## src/rtl/charmap_pkg.sv

```systemverilog
// Shared definitions for the character map write-side controller.
// Holds the RAM target select codes, the default address width and the FSM state encoding.
package charmap_pkg;

   localparam int CHMAP_ADDR_W = 12;

   localparam logic [1:0] SEL_CHMAP = 2'd0;
   localparam logic [1:0] SEL_FGCOL = 2'd1;
   localparam logic [1:0] SEL_BGCOL = 2'd2;
   localparam logic [1:0] SEL_NONE  = 2'd3;

   typedef enum logic [0:0] {
      ST_IDLE = 1'b0,
      ST_FILL = 1'b1
   } state_t;

endpackage

```

## src/rtl/charmap_wr_arb.sv

```systemverilog
// Two-requester round-robin arbiter for the shared character map write port.
// On a conflict, the requester that was not granted last time wins. last_cpu resets to the fill side.
module charmap_wr_arb (
   input  logic clk,
   input  logic reset,
   input  logic req_cpu,
   input  logic req_fill,
   input  logic accept,
   output logic gnt_cpu,
   output logic gnt_fill
);

   logic last_cpu;

   always_comb begin
      gnt_cpu  = req_cpu & (~req_fill | ~last_cpu);
      gnt_fill = req_fill & ~gnt_cpu;
   end

   always_ff @(posedge clk) begin
      if (reset) begin
         last_cpu <= 1'b0;
      end else if (accept & (gnt_cpu | gnt_fill)) begin
         last_cpu <= gnt_cpu;
      end
   end

endmodule

```

## src/rtl/charmap_wr_ctrl.sv

```systemverilog
// Write-side controller for the chmap/fgcol/bgcol RAMs.
// Shares the single RAM write port between CPU writes and a hardware screen-fill engine.
//
//   state   | meaning
//   --------+----------------------------------------------------
//   ST_IDLE | no fill running; only CPU writes are serviced
//   ST_FILL | fill engine writes cnt, sharing the port round-robin
module charmap_wr_ctrl
   import charmap_pkg::*;
#(
   parameter int ADDR_W     = CHMAP_ADDR_W,
   parameter int FILL_WORDS = 4096
) (
   input  logic              clk,
   input  logic              reset,
   input  logic              cpu_req,
   input  logic [1:0]        cpu_sel,
   input  logic [ADDR_W-1:0] cpu_addr,
   input  logic [7:0]        cpu_data,
   output logic              cpu_ack,
   input  logic              fill_start,
   input  logic [7:0]        fill_char,
   input  logic [7:0]        fill_fg,
   input  logic [7:0]        fill_bg,
   output logic              busy,
   output logic              done,
   output logic [ADDR_W-1:0] ram_addr,
   output logic              chmap_wr,
   output logic              fgcol_wr,
   output logic              bgcol_wr,
   output logic [7:0]        chmap_wdata,
   output logic [7:0]        fgcol_wdata,
   output logic [7:0]        bgcol_wdata
);

   // One extra bit so a full 2^ADDR_W fill reaches its terminal count without wrapping.
   localparam logic [ADDR_W:0] LAST_CNT = (ADDR_W + 1)'(FILL_WORDS - 1);

   state_t          state, state_nxt;
   logic [ADDR_W:0] cnt;
   logic [7:0]      fill_char_q, fill_fg_q, fill_bg_q;
   logic            cpu_pend, fill_pend;
   logic            gnt_cpu, gnt_fill;
   logic            fill_last;

   // cpu_ack masks the request so a requester dropping req late cannot write twice.
   assign cpu_pend  = cpu_req & ~cpu_ack;
   assign fill_pend = (state == ST_FILL);

   charmap_wr_arb u_arb (
      .clk      (clk),
      .reset    (reset),
      .req_cpu  (cpu_pend),
      .req_fill (fill_pend),
      .accept   (1'b1),
      .gnt_cpu  (gnt_cpu),
      .gnt_fill (gnt_fill)
   );

   always_comb begin
      state_nxt = state;
      fill_last = gnt_fill & (cnt == LAST_CNT);
      case (state)
         ST_IDLE: if (fill_start) state_nxt = ST_FILL;
         ST_FILL: if (fill_last)  state_nxt = ST_IDLE;
         default: state_nxt = ST_IDLE;
      endcase
   end

   always_ff @(posedge clk) begin
      if (reset) begin
         state       <= ST_IDLE;
         cnt         <= '0;
         fill_char_q <= '0;
         fill_fg_q   <= '0;
         fill_bg_q   <= '0;
         busy        <= 1'b0;
         done        <= 1'b0;
         cpu_ack     <= 1'b0;
         ram_addr    <= '0;
         chmap_wr    <= 1'b0;
         fgcol_wr    <= 1'b0;
         bgcol_wr    <= 1'b0;
         chmap_wdata <= '0;
         fgcol_wdata <= '0;
         bgcol_wdata <= '0;
      end else begin
         state    <= state_nxt;
         // busy stays high through the done cycle and drops on the edge after it.
         busy     <= (state_nxt == ST_FILL) | fill_last;
         done     <= fill_last;
         cpu_ack  <= gnt_cpu;
         chmap_wr <= 1'b0;
         fgcol_wr <= 1'b0;
         bgcol_wr <= 1'b0;

         if ((state == ST_IDLE) && fill_start) begin
            fill_char_q <= fill_char;
            fill_fg_q   <= fill_fg;
            fill_bg_q   <= fill_bg;
            cnt         <= '0;
         end

         if (gnt_cpu) begin
            ram_addr <= cpu_addr;
            case (cpu_sel)
               SEL_CHMAP: begin chmap_wr <= 1'b1; chmap_wdata <= cpu_data; end
               SEL_FGCOL: begin fgcol_wr <= 1'b1; fgcol_wdata <= cpu_data; end
               SEL_BGCOL: begin bgcol_wr <= 1'b1; bgcol_wdata <= cpu_data; end
               SEL_NONE:  ;
            endcase
         end else if (gnt_fill) begin
            ram_addr    <= cnt[ADDR_W-1:0];
            chmap_wr    <= 1'b1;
            fgcol_wr    <= 1'b1;
            bgcol_wr    <= 1'b1;
            chmap_wdata <= fill_char_q;
            fgcol_wdata <= fill_fg_q;
            bgcol_wdata <= fill_bg_q;
            cnt         <= cnt + 1'b1;
         end
      end
   end

endmodule

```

## config.mk

```make
export PLATFORM = sky130hd
export DESIGN_NAME = charmap_wr_ctrl
export DESIGN_NICKNAME = d
export VERILOG_FILES = /design/src/rtl/charmap_pkg.sv /design/src/rtl/charmap_wr_arb.sv /design/src/rtl/charmap_wr_ctrl.sv
export SDC_FILE = /design/constraint.sdc
export NUM_CORES = 1
export LEC_CHECK = 0
export ABC_AREA = 1
export BUFFER_PORTS_ARGS = -buffer_cell sky130_fd_sc_hd__buf_4
export CORE_AREA = 10 10 109 111
export DETAILED_ROUTE_END_ITERATION = 8
export DIE_AREA = 0 0 119 121
export PLACE_DENSITY_LB_ADDON = 0.25
export RECOVER_POWER = 25
export SYNTH_ARGS = -nofsm -noshare
export SYNTH_HDL_FRONTEND = slang
export SYNTH_HIERARCHICAL = 1
export SYNTH_SLANG_ARGS = --single-unit
```

## constraint.sdc

```tcl
create_clock -name clk -period 2.21 [get_ports clk]
set_input_delay 0.442 -clock clk [delete_from_list [all_inputs] [get_ports clk]]
set_output_delay 0.442 -clock clk [all_outputs]
set_load 0.02 [all_outputs]
```

---- Word level (Yosys, flattened, before mapping) ----
Cells that the tools add are included.
word-level totals
  register bits after elaboration ......... 81
  bits of input ports ..................... 50
  output and inout bits ................... 42
  word-level logic and storage cells ...... 64
cells by class
  $add $sub $neg .......................... 1
  equal/unequal tests ..................... 6
  mux-type cells .......................... 24
  bitwise logic cells ..................... 11
  reduce and logical (&&, ||, !) cells .... 6
operators with widths
  cell                                                    number
  two-way mux 8 bit                                       9
  two-way mux 13 bit                                      3
  two-way mux 12 bit                                      2
  adder 13 x 1 -> 13 bit (second input constant)          1
  equality test 13 x 12 -> 1 bit (second input constant)  1
  two-way mux 1 bit                                       9
  != test 2 x 1 -> 1 bit (second input constant)          3
  AND reduction 2 bit                                     3
  AND 1 bit                                               4
  NOT 1 bit                                               4
  OR 1 bit                                                3
  equality test 2 x 1 -> 1 bit (second input constant)    1
  equality test 2 bit (second input constant)             1
  logical NOT 2 bit                                       1
  one-hot mux 1 bit (2 select lines)                      1
  nonzero test 2 bit                                      1
  logical AND 1 bit                                       1

---- Longest topological paths before layout ----
  depth after elaboration ................. 9
  gate-level depth with buffers ........... 11
  gate-level depth less buffers ........... 10

---- Cells and area by module ----
Netlist, hierarchy kept.
by module, submodules not included
  module           times used  cells each  area an instance (um^2)  sequential area each (um^2)
  charmap_wr_ctrl  1           451         3280.6                   1601.5
  charmap_wr_arb   1           9           60.1                     20.0

---- Worst setup path after synthesis ----
No wires, ideal clock.
  path type ............................... input to register
  from .................................... in cpu_req
  to ...................................... reg cnt[6]
  setup time .............................. 0.074 ns
  arrival time ............................ 1.564 ns
  required time ........................... 2.136 ns
  setup slack ............................. 0.572 ns
  stages .................................. 11
  path buffers ............................ 1
  cells stage by stage .................... inv_1 nor2_1 and2_4 nor2_2 nand2_4 inv_2 buf_4 nand2_1 nand2_1 nand2_1 a31oi_1
between the ends
  longest elaborated chain between the ends .. 6
RTL lines
  item                  RTL line                source
  from (decl)           charmap_wr_ctrl.sv:16   input logic cpu_req,
  AND 1 bit             charmap_wr_ctrl.sv:47   assign cpu_pend = cpu_req & ~cpu_ack;
  via cpu_pend          charmap_wr_ctrl.sv:42   logic cpu_pend, fill_pend;
  AND 1 bit             charmap_wr_arb.sv:16    gnt_cpu = req_cpu & (~req_fill | ~last_cpu);
  via gnt_cpu           charmap_wr_ctrl.sv:43   logic gnt_cpu, gnt_fill;
  NOT 1 bit             charmap_wr_arb.sv:17    gnt_fill = req_fill & ~gnt_cpu;
  AND 1 bit             charmap_wr_arb.sv:17
  via gnt_fill          charmap_wr_ctrl.sv:43
  two-way mux 13 bit    charmap_wr_ctrl.sv:112  end else if (gnt_fill) begin
  two-way mux 13 bit    charmap_wr_ctrl.sv:104  if (gnt_cpu) begin
  to (signal assigned)  charmap_wr_ctrl.sv:120  cnt <= cnt + 1'b1;
  to (decl)             charmap_wr_ctrl.sv:40   logic [ADDR_W:0] cnt;
The timed path passes the listed nets, and every way through them passes these cells.
A chain may end at the register's enable or synchronous reset.

---- Worst setup path in the final report ----
  from .................................... reg cpu_ack
  to ...................................... reg fgcol_wdata[1]
between the ends
  longest elaborated chain between the ends .. 7
  elaborated cells on any way between the ends .. 9
  classes of those cells .................. eq/ne (1); mux (1); bitwise (5); reduce/logical (2)
RTL lines
  item                           RTL line                source
  from (decl)                    charmap_wr_ctrl.sv:20   output logic cpu_ack,
  from (signal assigned)         charmap_wr_ctrl.sv:92   cpu_ack <= gnt_cpu;
  NOT 1 bit *                    charmap_wr_ctrl.sv:47
  AND 1 bit *                    charmap_wr_ctrl.sv:47
  via cpu_pend                   charmap_wr_ctrl.sv:42
  AND 1 bit *                    charmap_wr_arb.sv:16
  via gnt_cpu                    charmap_wr_ctrl.sv:43
  NOT 1 bit                      charmap_wr_arb.sv:17
  AND 1 bit                      charmap_wr_arb.sv:17
  nonzero test 2 bit (no line)   n/a
  AND reduction 2 bit (no line)  n/a
  to (signal assigned)           charmap_wr_ctrl.sv:118  fgcol_wdata <= fill_fg_q;
  to (decl)                      charmap_wr_ctrl.sv:32   output logic [7:0] fgcol_wdata,
The timed path passes the listed nets; every way through them passes the cells marked *.

==> results.yml <==
floorplanning:
  die_area_um2: 14400
  num_io_pins: 92
  rows: 36
  initial_utilization: 0.3466
  coreArea_um2: 9639
  die_h_um: 121
  die_w_um: 119
placement:
  gp_congestion: 0.8699
  port_buffers: 91
  dp_hpwl_um: 7292
clock_tree:
  cts_setup_buffers: 0
  htreeDepth: 3
  cts_max_path_buffers: 2
  clock_sinks: 81
  clock_latency_ns: 0.37
  cts_tree: "built"
  path_clk_slew_ns: 0.08
  post_cts_resize_count: 0
  clockRootBuffer: "clkbuf_8"
  cts_hold_buf: 0
  cts_buffers: 9
sta:
  rsz0062_at_grt: "false"
  whs_ns: 0.2903
  hold_violations: 0
  period_needed_ns: 1.871
  fmax_mhz: 534.5
  setup_violations: 0
  worst_clock_skew_ns: 0.01265
  fin_crit_sh: 0.8466
  relSlewSlack: 0.5476
  tns_ns: 0
  worst_pin_slew_ns: 0.6787
  slew_violations: 0
synth:
  synth_edf_count: 0
  syn_area_per_cell_um2: 7.262
  ys_seq_area_frac: 0.4854
  ys_async_sr_fraction: 0
  synth_area_um2: 3341
  synthCells: 460
  synth.distinct_cells: 28
  synth_ff_type: "dfxtp_1"
  synth_seq_cells: 81
  yosysWarningCount: 6
grt:
  grtUsageTotal: 0.1360
  grt_pass1_wl_um: 15860
  grt_max_degree: 57
  grt_overflow: 0
  grt_pass1_vias: 3195
  antenna_found_initial: 0
detailed_routing:
  ant_nets: 0
  first_pass_iters: 4
  initialDrtViolationCount: 216
  wl_per_cell_um: 14.27
  vias: 3286
  drcViolationCount: 0
  wirelength_um: 9821
  viasPerCell: 4.776
layout:
  multiInputGateArea_um2: 1454
  seq_area_um2: 1622
  nFillCells: 1079
  diodes: 0
  nNetsFinal: 601
  area.growth.synth_to_final_pct: 27.68
  final_util: 0.4425
  drive_gt1_frac: 0.1730
worst_hold_path:
  hold_end: "fill_fg_q[3]"
  hp-class: "in -> reg"
  whs_path_depth: 3
  hp-start: "fill_fg[3]"
run_status:
  outcome: "finished, final reports clean"
power:
  internal_power_mw: 2.309
  fin_total_pwr_mw: 3.245
  swShare: 0.2884
  ir_drop_uv: 331.9
  leakagePower_nw: 1.865
  clock_power_share: 0.339
  p_switching_mw: 0.9358
  power_density_nw_per_um2: 760.8
  combPwrFrac: 0.167
  p_seq_frac: 0.495
setup_path:
  startpoint_type: "flip-flop"
  critPathKind: "reg -> reg"
  endpoint_kind: "flip-flop"
  required_ns: 2.51
  r2r_end: "fgcol_wdata[1]"
  arrival_ns: 2.17
  r2r_cells: 7
  reg2reg_from: "cpu_ack"
  r2r_slack_ns: 0.34
  worst-path-max-fanout: 26
run:
  maxCapViolCount: 0
-- Yosys cell counts (all sizes together), types with 2 or more instances --
master | instances | area share
a22oi | 5 | 0.011
o21ai | 69 | 0.10
clkbuf | 12 | 0.013
a211oi | 3 | 0.0067
nor2 | 72 | 0.082
buf | 10 | 0.015
nand3 | 23 | 0.034
inv | 45 | 0.051
dfxtp | 81 | 0.49
a31oi | 12 | 0.031
nand4 | 2 | 0.0037
a21oi | 26 | 0.039
nand2 | 91 | 0.10
-- per-layer routing --
| layer | GRT usage | wire, um | vias up |
|---|---|---|---|
| li1 | - | - | 1670 |
| met5 | 0 | 0 | - |
| met3 | 0.03211 | 469 | 15 |
| met2 | 0.2286 | 4702 | 84 |
| met4 | 0.05878 | 189 | 0 |
| met1 | 0.1624 | 4458 | 1517 |
-- flip-flops by register name, summed over array words and instances, names as in the netlist --
register        cells
cnt                13
fgcol_wdata         8
chmap_wr            1
fill_char_q         8
bgcol_wr            1
bgcol_wdata         8
done                1
cpu_ack             1
fgcol_wr            1
fill_bg_q           8
fill_pend           1
chmap_wdata         8
fill_fg_q           8
ram_addr           12
u_arb/last_cpu      1
busy                1
-- cell families after synthesis --
kind of cell	after synthesis	share of synthesized area
flip-flops	81	0.4854
AO/OA/AOI/OAI	118	0.1989
adder cells (fa/ha/maj)	1	0.003745
other	1	0.001123
buffers and inverters	68	0.08052
AND/OR/NAND/NOR	191	0.2303
-- power by group through the flow --
stage / logic (mW) / clock network, mW / registers, mW
floorplan: 0.257 / 0 / 1.70
global route: 0.606 / 1.18 / 1.62
CTS: 0.580 / 1.11 / 1.61
global placement: 0.572 / 0 / 1.64
detailed placement: 0.577 / 0 / 1.64
finish: 0.541 / 1.10 / 1.61
-- final cells by class --
type	instances	area share
timing repair buffer	100	0.1534
clock inverter	5	0.01291
tap	133	0.03901
sequential	81	0.3802
clock buffer	11	0.03315
multi-input combinational	312	0.3409
inverter	46	0.04048
-- critical path: stages, from the launching register on --
cell and delay [ns]:
dfxtp_1 0.31, nor2_1 0.17, and2_4 0.21, buf_4 0.29, nand3_1 0.15, nand2_1 0.36
o21ai_0 0.15, a31oi_1 0.17
-- how the worst max path moves through the flow --
| stage | slack (ns) | startpoint | end |
|---|---|---|---|
| finish | 0.34 | cpu_ack | fgcol_wdata[1] |
| detailed placement | 0.12 | cpu_req | fgcol_wdata[4] |
| global route | 0.11 | cpu_ack | fgcol_wdata[3] |
| CTS | 0.31 | cpu_ack | fgcol_wdata[1] |
| floorplan | 0.57 | cpu_req | cnt[6] |
| global placement | 0.22 | cpu_req | fgcol_wdata[6] |
-- cell usage in the layout (no fill, tap or decap) --
cell type / netlist / final
a211oi_1: 3 / 3
a21boi_0: 1 / 1
a21oi_1: 26 / 26
a22oi_1: 5 / 5
a31o_2: 1 / 1
a31oi_1: 10 / 10
a31oi_4: 2 / 2
and2_4: 1 / 1
and3_1: 1 / 1
buf_12: 0 / 1
buf_4: 2 / 70
bufinv_16: 0 / 1
clkbuf_1: 12 / 30
clkbuf_8: 0 / 10
clkinv_1: 1 / 1
clkinv_2: 0 / 2
clkinvlp_4: 0 / 2
conb_1: 1 / 2
dfxtp_1: 81 / 81
ha_1: 1 / 1
inv_1: 41 / 41
inv_2: 4 / 4
nand2_1: 90 / 90
nand2_4: 1 / 1
nand3_1: 23 / 23
nand4_1: 2 / 2
nor2_1: 71 / 71
nor2_2: 1 / 1
nor3_1: 1 / 1
o21a_1: 1 / 1
o21ai_0: 69 / 69
-- per-stage QoR --
| stage | setup WS [ns] | instances | area [um2] |
|---|---|---|---|
| 2_1_floorplan | 0.5720 | 461 | 3344 |
| 3_3_place_gp | 0.2166 | 672 | 4178 |
| 3_5_place_dp | 0.1203 | 672 | 4178 |
| 4_1_cts | 0.3139 | 688 | 4374 |
| 5_1_grt | 0.1067 | 688 | 4265 |
| 6_report | 0.3390 | 688 | 4265 |
(Power assumes the default switching activity.)
